[src/rtl/tmds_channel_encoder_if.sv]
`default_nettype none
// ============================================================================
//  Module      : tmds_channel_encoder_if
//  Description : Symbol-request and encoded-character bundle for one TMDS
//                channel encoder. The master drives symbol requests; the
//                slave (the encoder) returns the 10-bit character.
//  Revision    : 1.0  initial release
// ============================================================================
interface tmds_channel_encoder_if;
    logic       pix_en;
    logic [1:0] mode;
    logic [1:0] ctrl;
    logic [7:0] data;
    logic [9:0] tmds_out;
    logic       tmds_valid;

    modport master (
        output pix_en,
        output mode,
        output ctrl,
        output data,
        input  tmds_out,
        input  tmds_valid
    );

    modport slave (
        input  pix_en,
        input  mode,
        input  ctrl,
        input  data,
        output tmds_out,
        output tmds_valid
    );
endinterface
`default_nettype wire

[src/rtl/tmds_channel_encoder.sv]
`default_nettype none
// ============================================================================
//  Module      : tmds_channel_encoder
//  Description : Two-stage pipelined TMDS 8b/10b encoder for one HDMI/DVI
//                channel. Stage 1 captures the request and forms the
//                transition-minimised word q_m; stage 2 selects the control,
//                guard or DC-balanced video character and tracks disparity.
//  Revision    : 1.0  initial release
// ============================================================================
module tmds_channel_encoder #(
    parameter int CHANNEL = 0
) (
    input  wire logic              clk,
    input  wire logic              rst,
    tmds_channel_encoder_if.slave  bus
);

    localparam logic [1:0] C_MODE_GUARD = 2'b01;
    localparam logic [1:0] C_MODE_VIDEO = 2'b10;

    localparam logic [9:0] C_CTRL_00    = 10'h354;
    localparam logic [9:0] C_CTRL_01    = 10'h0AB;
    localparam logic [9:0] C_CTRL_10    = 10'h154;
    localparam logic [9:0] C_CTRL_11    = 10'h2AB;
    localparam logic [9:0] C_GUARD_TOK  = (CHANNEL == 1) ? 10'h133 : 10'h2CC;

    // Stage-1 registers
    logic [1:0] mode_q, mode_d;
    logic [1:0] ctrl_q, ctrl_d;
    logic [8:0] qm_q,   qm_d;

    // Stage-2 registers
    logic [9:0] tmds_q, tmds_d;
    logic       valid_q, valid_d;
    logic [4:0] cnt_q,  cnt_d;      // two's-complement running disparity

    // Stage-1 combinational helpers
    logic [3:0] n1d;
    logic       use_xnor;
    logic [8:0] qm_word;

    // Stage-2 combinational helpers
    logic [3:0] n1;
    logic [4:0] diff;               // n1 - n0 of q_m[7:0], two's complement
    logic       cnt_pos;
    logic       cnt_neg;

    // Transition-minimising front end: choose XOR/XNOR chain from the ones count
    always_comb begin
        n1d = '0;
        for (int i = 0; i < 8; i++) begin
            n1d = n1d + {3'b000, bus.data[i]};
        end
        use_xnor   = (n1d > 4'd4) || ((n1d == 4'd4) && !bus.data[0]);
        qm_word    = '0;
        qm_word[0] = bus.data[0];
        for (int i = 1; i < 8; i++) begin
            qm_word[i] = use_xnor ? ~(qm_word[i-1] ^ bus.data[i])
                                  :  (qm_word[i-1] ^ bus.data[i]);
        end
        qm_word[8] = ~use_xnor;
    end

    // Stage-1 next state: capture the request on each strobe, otherwise hold
    always_comb begin
        mode_d = mode_q;
        ctrl_d = ctrl_q;
        qm_d   = qm_q;
        if (bus.pix_en) begin
            mode_d = bus.mode;
            ctrl_d = bus.ctrl;
            qm_d   = qm_word;
        end
    end

    // Balance of the stored q_m byte; diff wraps correctly on 5 bits even for n1=8
    always_comb begin
        n1 = '0;
        for (int i = 0; i < 8; i++) begin
            n1 = n1 + {3'b000, qm_q[i]};
        end
        diff    = {n1, 1'b0} - 5'd8;
        cnt_neg = cnt_q[4];
        cnt_pos = !cnt_q[4] && (cnt_q != 5'd0);
    end

    // Stage-2 next state: character selection and disparity update
    always_comb begin
        tmds_d  = tmds_q;
        cnt_d   = cnt_q;
        valid_d = bus.pix_en;
        if (bus.pix_en) begin
            if (mode_q == C_MODE_VIDEO) begin
                if ((cnt_q == 5'd0) || (n1 == 4'd4)) begin
                    tmds_d = {~qm_q[8], qm_q[8], qm_q[8] ? qm_q[7:0] : ~qm_q[7:0]};
                    cnt_d  = qm_q[8] ? (cnt_q + diff) : (cnt_q - diff);
                end else if ((cnt_pos && (n1 > 4'd4)) || (cnt_neg && (n1 < 4'd4))) begin
                    tmds_d = {1'b1, qm_q[8], ~qm_q[7:0]};
                    cnt_d  = cnt_q + {3'b000, qm_q[8], 1'b0} - diff;
                end else begin
                    tmds_d = {1'b0, qm_q[8], qm_q[7:0]};
                    cnt_d  = cnt_q + diff - {3'b000, ~qm_q[8], 1'b0};
                end
            end else if (mode_q == C_MODE_GUARD) begin
                tmds_d = C_GUARD_TOK;
                cnt_d  = 5'd0;
            end else begin
                // Reserved mode 11 falls through to control
                case (ctrl_q)
                    2'b00:   tmds_d = C_CTRL_00;
                    2'b01:   tmds_d = C_CTRL_01;
                    2'b10:   tmds_d = C_CTRL_10;
                    default: tmds_d = C_CTRL_11;
                endcase
                cnt_d = 5'd0;
            end
        end
    end

    // Pipeline registers; reset wins over the strobe and flushes both stages
    always_ff @(posedge clk) begin
        if (rst) begin
            mode_q  <= 2'b00;
            ctrl_q  <= 2'b00;
            qm_q    <= '0;
            tmds_q  <= C_CTRL_00;
            valid_q <= 1'b0;
            cnt_q   <= 5'd0;
        end else begin
            mode_q  <= mode_d;
            ctrl_q  <= ctrl_d;
            qm_q    <= qm_d;
            tmds_q  <= tmds_d;
            valid_q <= valid_d;
            cnt_q   <= cnt_d;
        end
    end

    assign bus.tmds_out   = tmds_q;
    assign bus.tmds_valid = valid_q;

endmodule
`default_nettype wire

[src/flat_wrapper.sv]
// flat-port wrapper written by rule: the top's interface ports become plain ports
module tmds_channel_encoder_flat 
#(
    parameter int CHANNEL = 0
)
  (clk, rst, bus_pix_en, bus_mode, bus_ctrl, bus_data, bus_tmds_out, bus_tmds_valid);
  tmds_channel_encoder_if bus_i ();
  input  wire logic clk;
  input  wire logic rst;
  input wire logic [$bits(bus_i.pix_en)-1:0] bus_pix_en;
  input wire logic [$bits(bus_i.mode)-1:0] bus_mode;
  input wire logic [$bits(bus_i.ctrl)-1:0] bus_ctrl;
  input wire logic [$bits(bus_i.data)-1:0] bus_data;
  output wire logic [$bits(bus_i.tmds_out)-1:0] bus_tmds_out;
  output wire logic [$bits(bus_i.tmds_valid)-1:0] bus_tmds_valid;
  assign bus_i.pix_en = bus_pix_en;
  assign bus_i.mode = bus_mode;
  assign bus_i.ctrl = bus_ctrl;
  assign bus_i.data = bus_data;
  assign bus_tmds_out = bus_i.tmds_out;
  assign bus_tmds_valid = bus_i.tmds_valid;
  tmds_channel_encoder #(.CHANNEL(CHANNEL)) u_core (.clk(clk), .rst(rst), .bus(bus_i));
endmodule
[config.mk]
export PLATFORM = sky130hd
export DESIGN_NAME = tmds_channel_encoder_flat
export DESIGN_NICKNAME = d
export VERILOG_FILES = /design/src/rtl/tmds_channel_encoder_if.sv /design/src/rtl/tmds_channel_encoder.sv /design/src/flat_wrapper.sv
export SDC_FILE = /design/constraint.sdc
export NUM_CORES = 1
export LEC_CHECK = 0
export CAP_MARGIN = 25
export CORE_MARGIN = 8
export CORE_UTILIZATION = 40
export CTS_CLUSTER_SIZE = 14
export DETAILED_ROUTE_END_ITERATION = 8
export PLACE_DENSITY = 0.6
export SLEW_MARGIN = 20
export SYNTH_ARGS = -nofsm -noshare
export SYNTH_HDL_FRONTEND = slang
export SYNTH_SLANG_ARGS = --single-unit
export TNS_END_PERCENT = 50
[constraint.sdc]
create_clock -name clk -period 7.8 [get_ports clk]
set_input_delay 2.34 -clock clk [delete_from_list [all_inputs] [get_ports clk]]
set_output_delay 2.34 -clock clk [all_outputs]
set_load 0.1 [all_outputs]
==> results.toml, run 1 <==
[worst_setup_path]
cp_data_required_time_ps = 8000
cp_common_cell = "fa_1"
cp-end-kind = "flop"
worst-setup-path-type = "in2reg"
cp-start-kind = "input port"
rr_startpoint = "u_core.qm_q[0]"
r2r_cells = 14
cpPeakStageDelay_ps = 490
worstReg2RegEnd = "u_core.bus.tmds_out[1]"
r2r_slack_ps = 3060
crit_arrival_ps = 5970
cp_top_family = "adder cells"
worst-path-max-fanout = 5
cp_slowest_cell = "fa_1"
cp_cell_sequence = "clkdlybuf4s50_1 > ha_1 > inv_1 > fa_1 > fa_1 > inv_1 > fa_1 > fa_1 > nor3b_1 > o22ai_2 > xnor2_1 > xnor2_1 > a211oi_2"
cp_num_buf_inv = 3

[sta]
fin_tns_setup_ps = 0
slew_viol_final = 0
final.setup.worst_slack_ps = 2026
maxSlewHeadroom = 0.3361
fmax_mhz = 173.2
rsz0062_at_grt = "no"
post-route-min-period_ps = 5774
skew_ps = 2.733
finalCritPeriodShare = 0.7402
setup_viol = 0
worst_pin_slew_ps = 983.0
final-hold-violation-count = 0

[global_routing]
grt.overflow.total = 0
use_met3 = 0.01439
grt_use_total = 0.1181
grt_pass1_wl_um = 8556
grt_pass1_vias = 1856
grt_use_met2 = 0.2060
antenna_found_initial = 0
grt-busiest-layer = "met2"
grt_max_degree = 29
gr-usage-met1 = 0.1476

[final_layout]
drive_above_1_share = 0.05882
areaGrowthSynthToFinish_pct = 15.17
final.fill_count = 594
final_nets = 342
diodes = 0
final_util = 0.4745

[synthesis]
avgSynthCellArea_um2 = 9.014
yosys-top-cells-count = "37 x inv_1, 28 x dfxtp_1, 28 x nor2_1"
synth_nets = 321
syn_area_mm2 = 0.002425
ys.warnings.count = 0
ys_seq_area_frac = 0.2312
yosysMostFrequentCell = "inv_1"
synth_top_cell_area_share = 0.2312
ys.flop_type = "dfxtp_1"
ys_ff_latch = 28
yosysTopAreaCell = "dfxtp_1"
postSynth.asyncResetShare = 0
synth_cells = 269
synth_edf_count = 0
synth_area_leaders = "dfxtp_1 23%, ha_1 12%, fa_1 11%, inv_1 5.7%, xnor2_1 5.1%"
synth_cell_types = 52

[pwr]
power_density_mw_per_mm2 = 283.1
leakagePower_uw = 0.001174
vdd_drop_max_mv = 0.1313

[floorplan]
start_util = 0.4120
io_pins = 26
die_x_um = 93.86
die_height_um = 93.86
die_area_mm2 = 0.008810
fp-row-count = 28
core_mm2 = 0.005886

[placed_design]
port_buffers = 25
gp_congestion = 0.7618
dpl.hpwl_um = 3980
post-place-ws_ps = 1702

[run_status]
status = "completed"

[clocking]
clk_latency_ps = 270
cts.sinks = 28
cts_resized = 0
htreeDepth = 1
cts_buffers = 3
cts_tree = "done"
post_cts_buffers = 0
hold_buffers = 0
cts.clk_slew.worst_paths_ps = 90
clock_path_buffers = 2
cts_root_buf = "clkbuf_8"

[hold_path]
min_path_cells = 2
holdPathEnd = "u_core.bus.tmds_out[9]"
hp-class = "reg2reg"
min_from = "u_core.bus.tmds_out[9]"

[job]
cap_viol_max_count = 0

[routing]
wl_per_cell_um = 13.40
drc = 0
routed_wl_um = 4878
vias_per_cell = 4.989
ant_nets = 0
dr.first_iter.drc_count = 62
num_vias = 1816
dr.pass1.iters = 4
[power breakdown]
part           leakage [uW]  internal (uW)  total [uW]  switching [uW]
Combinational      0.000914            223         525             301
Sequential         0.000231            160         177            17.7
Clock             0.0000288           45.1        88.7            43.6
[final cells by class]
class                   instances  area (um2)  area share
flip-flops and latches         28       560.5      0.2007
inverters                      37       138.9     0.04973
clock buffers                   4       55.05     0.01971
repair buffers                 27       272.8     0.09767
multi-input cells             193        1672      0.5986
well taps                      75       93.84     0.03360
[routing by layer]
metal  vias up  share of wire  routed length (um)
met2        18           0.49                2410
met4         0         0.0051                  25
met3         2          0.026                 125
li1        942              -                   -
met5         -              0                   0
met1       854           0.47                2317
[worst max path at each step]
stage	start	to	slack, ps	depth (start not counted)
global placement	bus_data[0]	u_core.qm_q[7]	1770	13
finish	bus_data[0]	u_core.qm_q[7]	2030	13
CTS	bus_data[0]	u_core.qm_q[7]	2000	13
detailed placement	bus_data[0]	u_core.qm_q[7]	1700	13
floorplan	bus_data[0]	u_core.qm_q[7]	2350	12
global route	bus_data[0]	u_core.qm_q[7]	1910	13
[logic make-up after synthesis]
family,after synthesis,share of synthesized area
compound gates,48,0.1507
buf+inv,48,0.07946
flops,28,0.2312
xor+xnor,26,0.1125
mux,13,0.05418
simple gates,69,0.1409
fa+ha+maj,37,0.2312
[state kept, by name (all words and copies together), names as in the netlist]
signal,count
u_core.mode_q,2
u_core.cnt_q,4
u_core.qm_q,9
u_core.bus.tmds_out,10
u_core.ctrl_q,2
u_core.bus.tmds_valid,1
[stage by stage]
stage / instances / instance area (um2) / total power [uW] / hold slack (ps)
4_1_cts: 363 / 2778 / 799.2 / 487.7
2_1_floorplan: 269 / 2425 / 600.5 / 460.4
5_1_grt: 364 / 2793 / 871.0 / 526.1
3_5_place_dp: 359 / 2723 / 706.6 / 465.9
6_report: 364 / 2793 / 790.7 / 481.0
3_3_place_gp: 359 / 2723 / 702.4 / 455.6
[layout by cell type, fill, tap and decap left out, types with 2 or more instances in the layout]
cell type,count
a211oi_1,4
a21o_1,4
a21oi_1,7
a32oi_1,2
clkbuf_8,4
clkdlybuf4s50_1,25
dfxtp_1,28
fa_1,13
ha_1,24
inv_1,37
mux2i_1,12
nand2_1,9
nand2b_1,3
nand3_1,6
nand4_1,3
nor2_1,28
nor2b_1,5
nor3_1,8
nor3b_1,2
o21a_1,2
o21ai_0,7
o21bai_1,2
o221a_1,3
o31ai_1,2
or4b_1,2
xnor2_1,14
xnor2_2,2
xor2_1,8
[worst min-delay path, delay by kind of cell (launching register included)]
| family | cells | cell delay, ps |
|---|---|---|
| AND/OR/NAND/NOR | 1 | 60 |
| flip-flops | 1 | 340 |
| AO/OA/AOI/OAI | 1 | 60 |
(Power assumes the default switching activity.)
==> inputs of run 2 (changes only) <==
- clock period: 7.8 -> 5.66 ns (I/O delays scaled with it)
==> run 2 against run 1 <==
  * Final cell count unchanged
  * Clock power rose by 21%
  * Sequential share of layout area is 0.063 points higher
  * Combinational power is 40% higher
  * Critical endpoint unchanged
  * Highest routed layer unchanged
==> results.toml, run 2 (synthesized netlist as in run 1, its figures left out) <==
[worst_setup_path]
cp_common_cell = "fa_1"
cp-start-kind = "input port"
worst-setup-path-type = "in2reg"
cp_data_required_time_ps = 5860
cp_slowest_cell = "fa_1"
cpPeakStageDelay_ps = 490
crit_arrival_ps = 5320
cp_cell_sequence = "clkdlybuf4s50_1 > ha_1 > inv_1 > fa_1 > fa_1 > inv_1 > fa_1 > fa_1 > nor3b_1 > o22ai_2 > xnor2_1 > xnor2_1 > a211oi_2"
worst-path-max-fanout = 5
cp-end-kind = "flop"

[pwr]
vdd_drop_max_mv = 0.1539
leakagePower_uw = 0.001170
power_density_mw_per_mm2 = 391.0

[sta]
rsz0062_at_grt = "no"
fmax_mhz = 195.1
fin_tns_setup_ps = 0
post-route-min-period_ps = 5125
final-hold-violation-count = 0
slew_viol_final = 0
final.setup.worst_slack_ps = 535.4
maxSlewHeadroom = 0.3482
skew_ps = 6.985
finalCritPeriodShare = 0.9054
worst_pin_slew_ps = 974.7
setup_viol = 0

[placed_design]
gp_congestion = 0.7613
port_buffers = 25
dpl.hpwl_um = 4057
post-place-ws_ps = 203.5
post_dp_cell_area_mm2 = 0.002723

[final_layout]
final_cell_mix = "37 x inv_1, 28 x nor2_1, 28 x dfxtp_1, 25 x clkdlybuf4s50_1, 24 x ha_1"
final.fill_count = 577
finish.instance_area_mm2 = 0.002784
final_common_cell = "inv_1"
final_nets = 343
drive_above_1_share = 0.05882
largest_reg_flops = 10
diodes = 0
areaGrowthSynthToFinish_pct = 14.81

[routing]
ant_nets = 0
routed_wl_um = 5007
num_vias = 1868
wl_per_cell_um = 13.76
vias_per_cell = 5.132
drc = 0
dr.first_iter.drc_count = 82
dr.pass1.iters = 4

[floorplan]
die_height_um = 93.86
fp-row-count = 28
core_mm2 = 0.005886
die_area_mm2 = 0.008810
start_util = 0.4120
die_x_um = 93.86
io_pins = 26

[global_routing]
grt_use_total = 0.1205
grt_pass1_wl_um = 8866
grt.overflow.total = 0
grt_pass1_vias = 1887
grt_max_degree = 28
antenna_found_initial = 0

[run_status]
status = "completed"

[clocking]
cts.sinks = 28
cts.clk_slew.worst_paths_ps = 90
clock_path_buffers = 2
post_cts_buffers = 0
htreeDepth = 1
cts_tree = "done"
cts_resized = 0
cts_root_buf = "clkbuf_8"
hold_buffers = 0
cts_buffers = 3
clk_latency_ps = 270

[hold_path]
hp-class = "reg2reg"

[job]
cap_viol_max_count = 0
-- run 2: cell counts in the layout (fill, tap and decap cells not counted) --
No cell type changed its count.
-- run 2: power breakdown --
| group | switching [uW] | total [uW] | internal (uW) |
|---|---|---|---|
| clock network | 59.2 | 107 | 47.7 |
| logic | 423 | 737 | 314 |
| registers | 24.7 | 245 | 220 |
| total | 507 | 1090 | 582 |
-- run 2: metrics by stage --
stage / power [uW] / hold slack (ps) / util / std cells
final: 1089 / 486.8 / 0.4730 / 364
after global routing: 1193 / 527.3 / 0.4730 / 364
after CTS: 1097 / 488.5 / 0.4696 / 362
after detailed placement: 985.5 / 465.1 / 0.4626 / 359
after global placement: 968.9 / 456.6 / 0.4626 / 359
after floorplan: 827.6 / 460.4 / - / 269
-- run 2: worst max-delay path, delay by kind of cell --
kind / cells / cell delay [ps]
AOI/OAI and AO/OA: 2 / 390
and+or+nand+nor: 1 / 240
adders and majority gates: 5 / 2080
buffers and inverters: 3 / 600
xor gates and xnor gates: 2 / 310
-- run 2: path summary, 6_finish.rpt --
path                            cells after the start  slack, ps              startpoint                endpoint
worst max-delay path                               13        540             bus_data[0]          u_core.qm_q[7]
worst min register to register                      2        490  u_core.bus.tmds_out[9]  u_core.bus.tmds_out[9]
worst min-delay path                                2        490  u_core.bus.tmds_out[9]  u_core.bus.tmds_out[9]
worst max register to register                     14        900          u_core.qm_q[0]  u_core.bus.tmds_out[1]
-- run 2: layout make-up --
cell class                      instances  area, um2  share of cell area
Multi-Input combinational cell        193       1672              0.6004
Sequential cell                        28      560.5              0.2013
Timing Repair Buffer                   28      277.8             0.09978
Inverter                               37      138.9             0.04989
Tap cell                               75      93.84             0.03371
Clock buffer                            3      41.29             0.01483
-- run 2: metal layers --
metal  part of all wire  global-route usage  vias up
met5                  0                   0        -
met4             0.0080             0.03170        0
met3              0.016             0.01359        4
met2               0.51              0.2176       18
met1               0.46              0.1462      901
li1                   -                   -      945
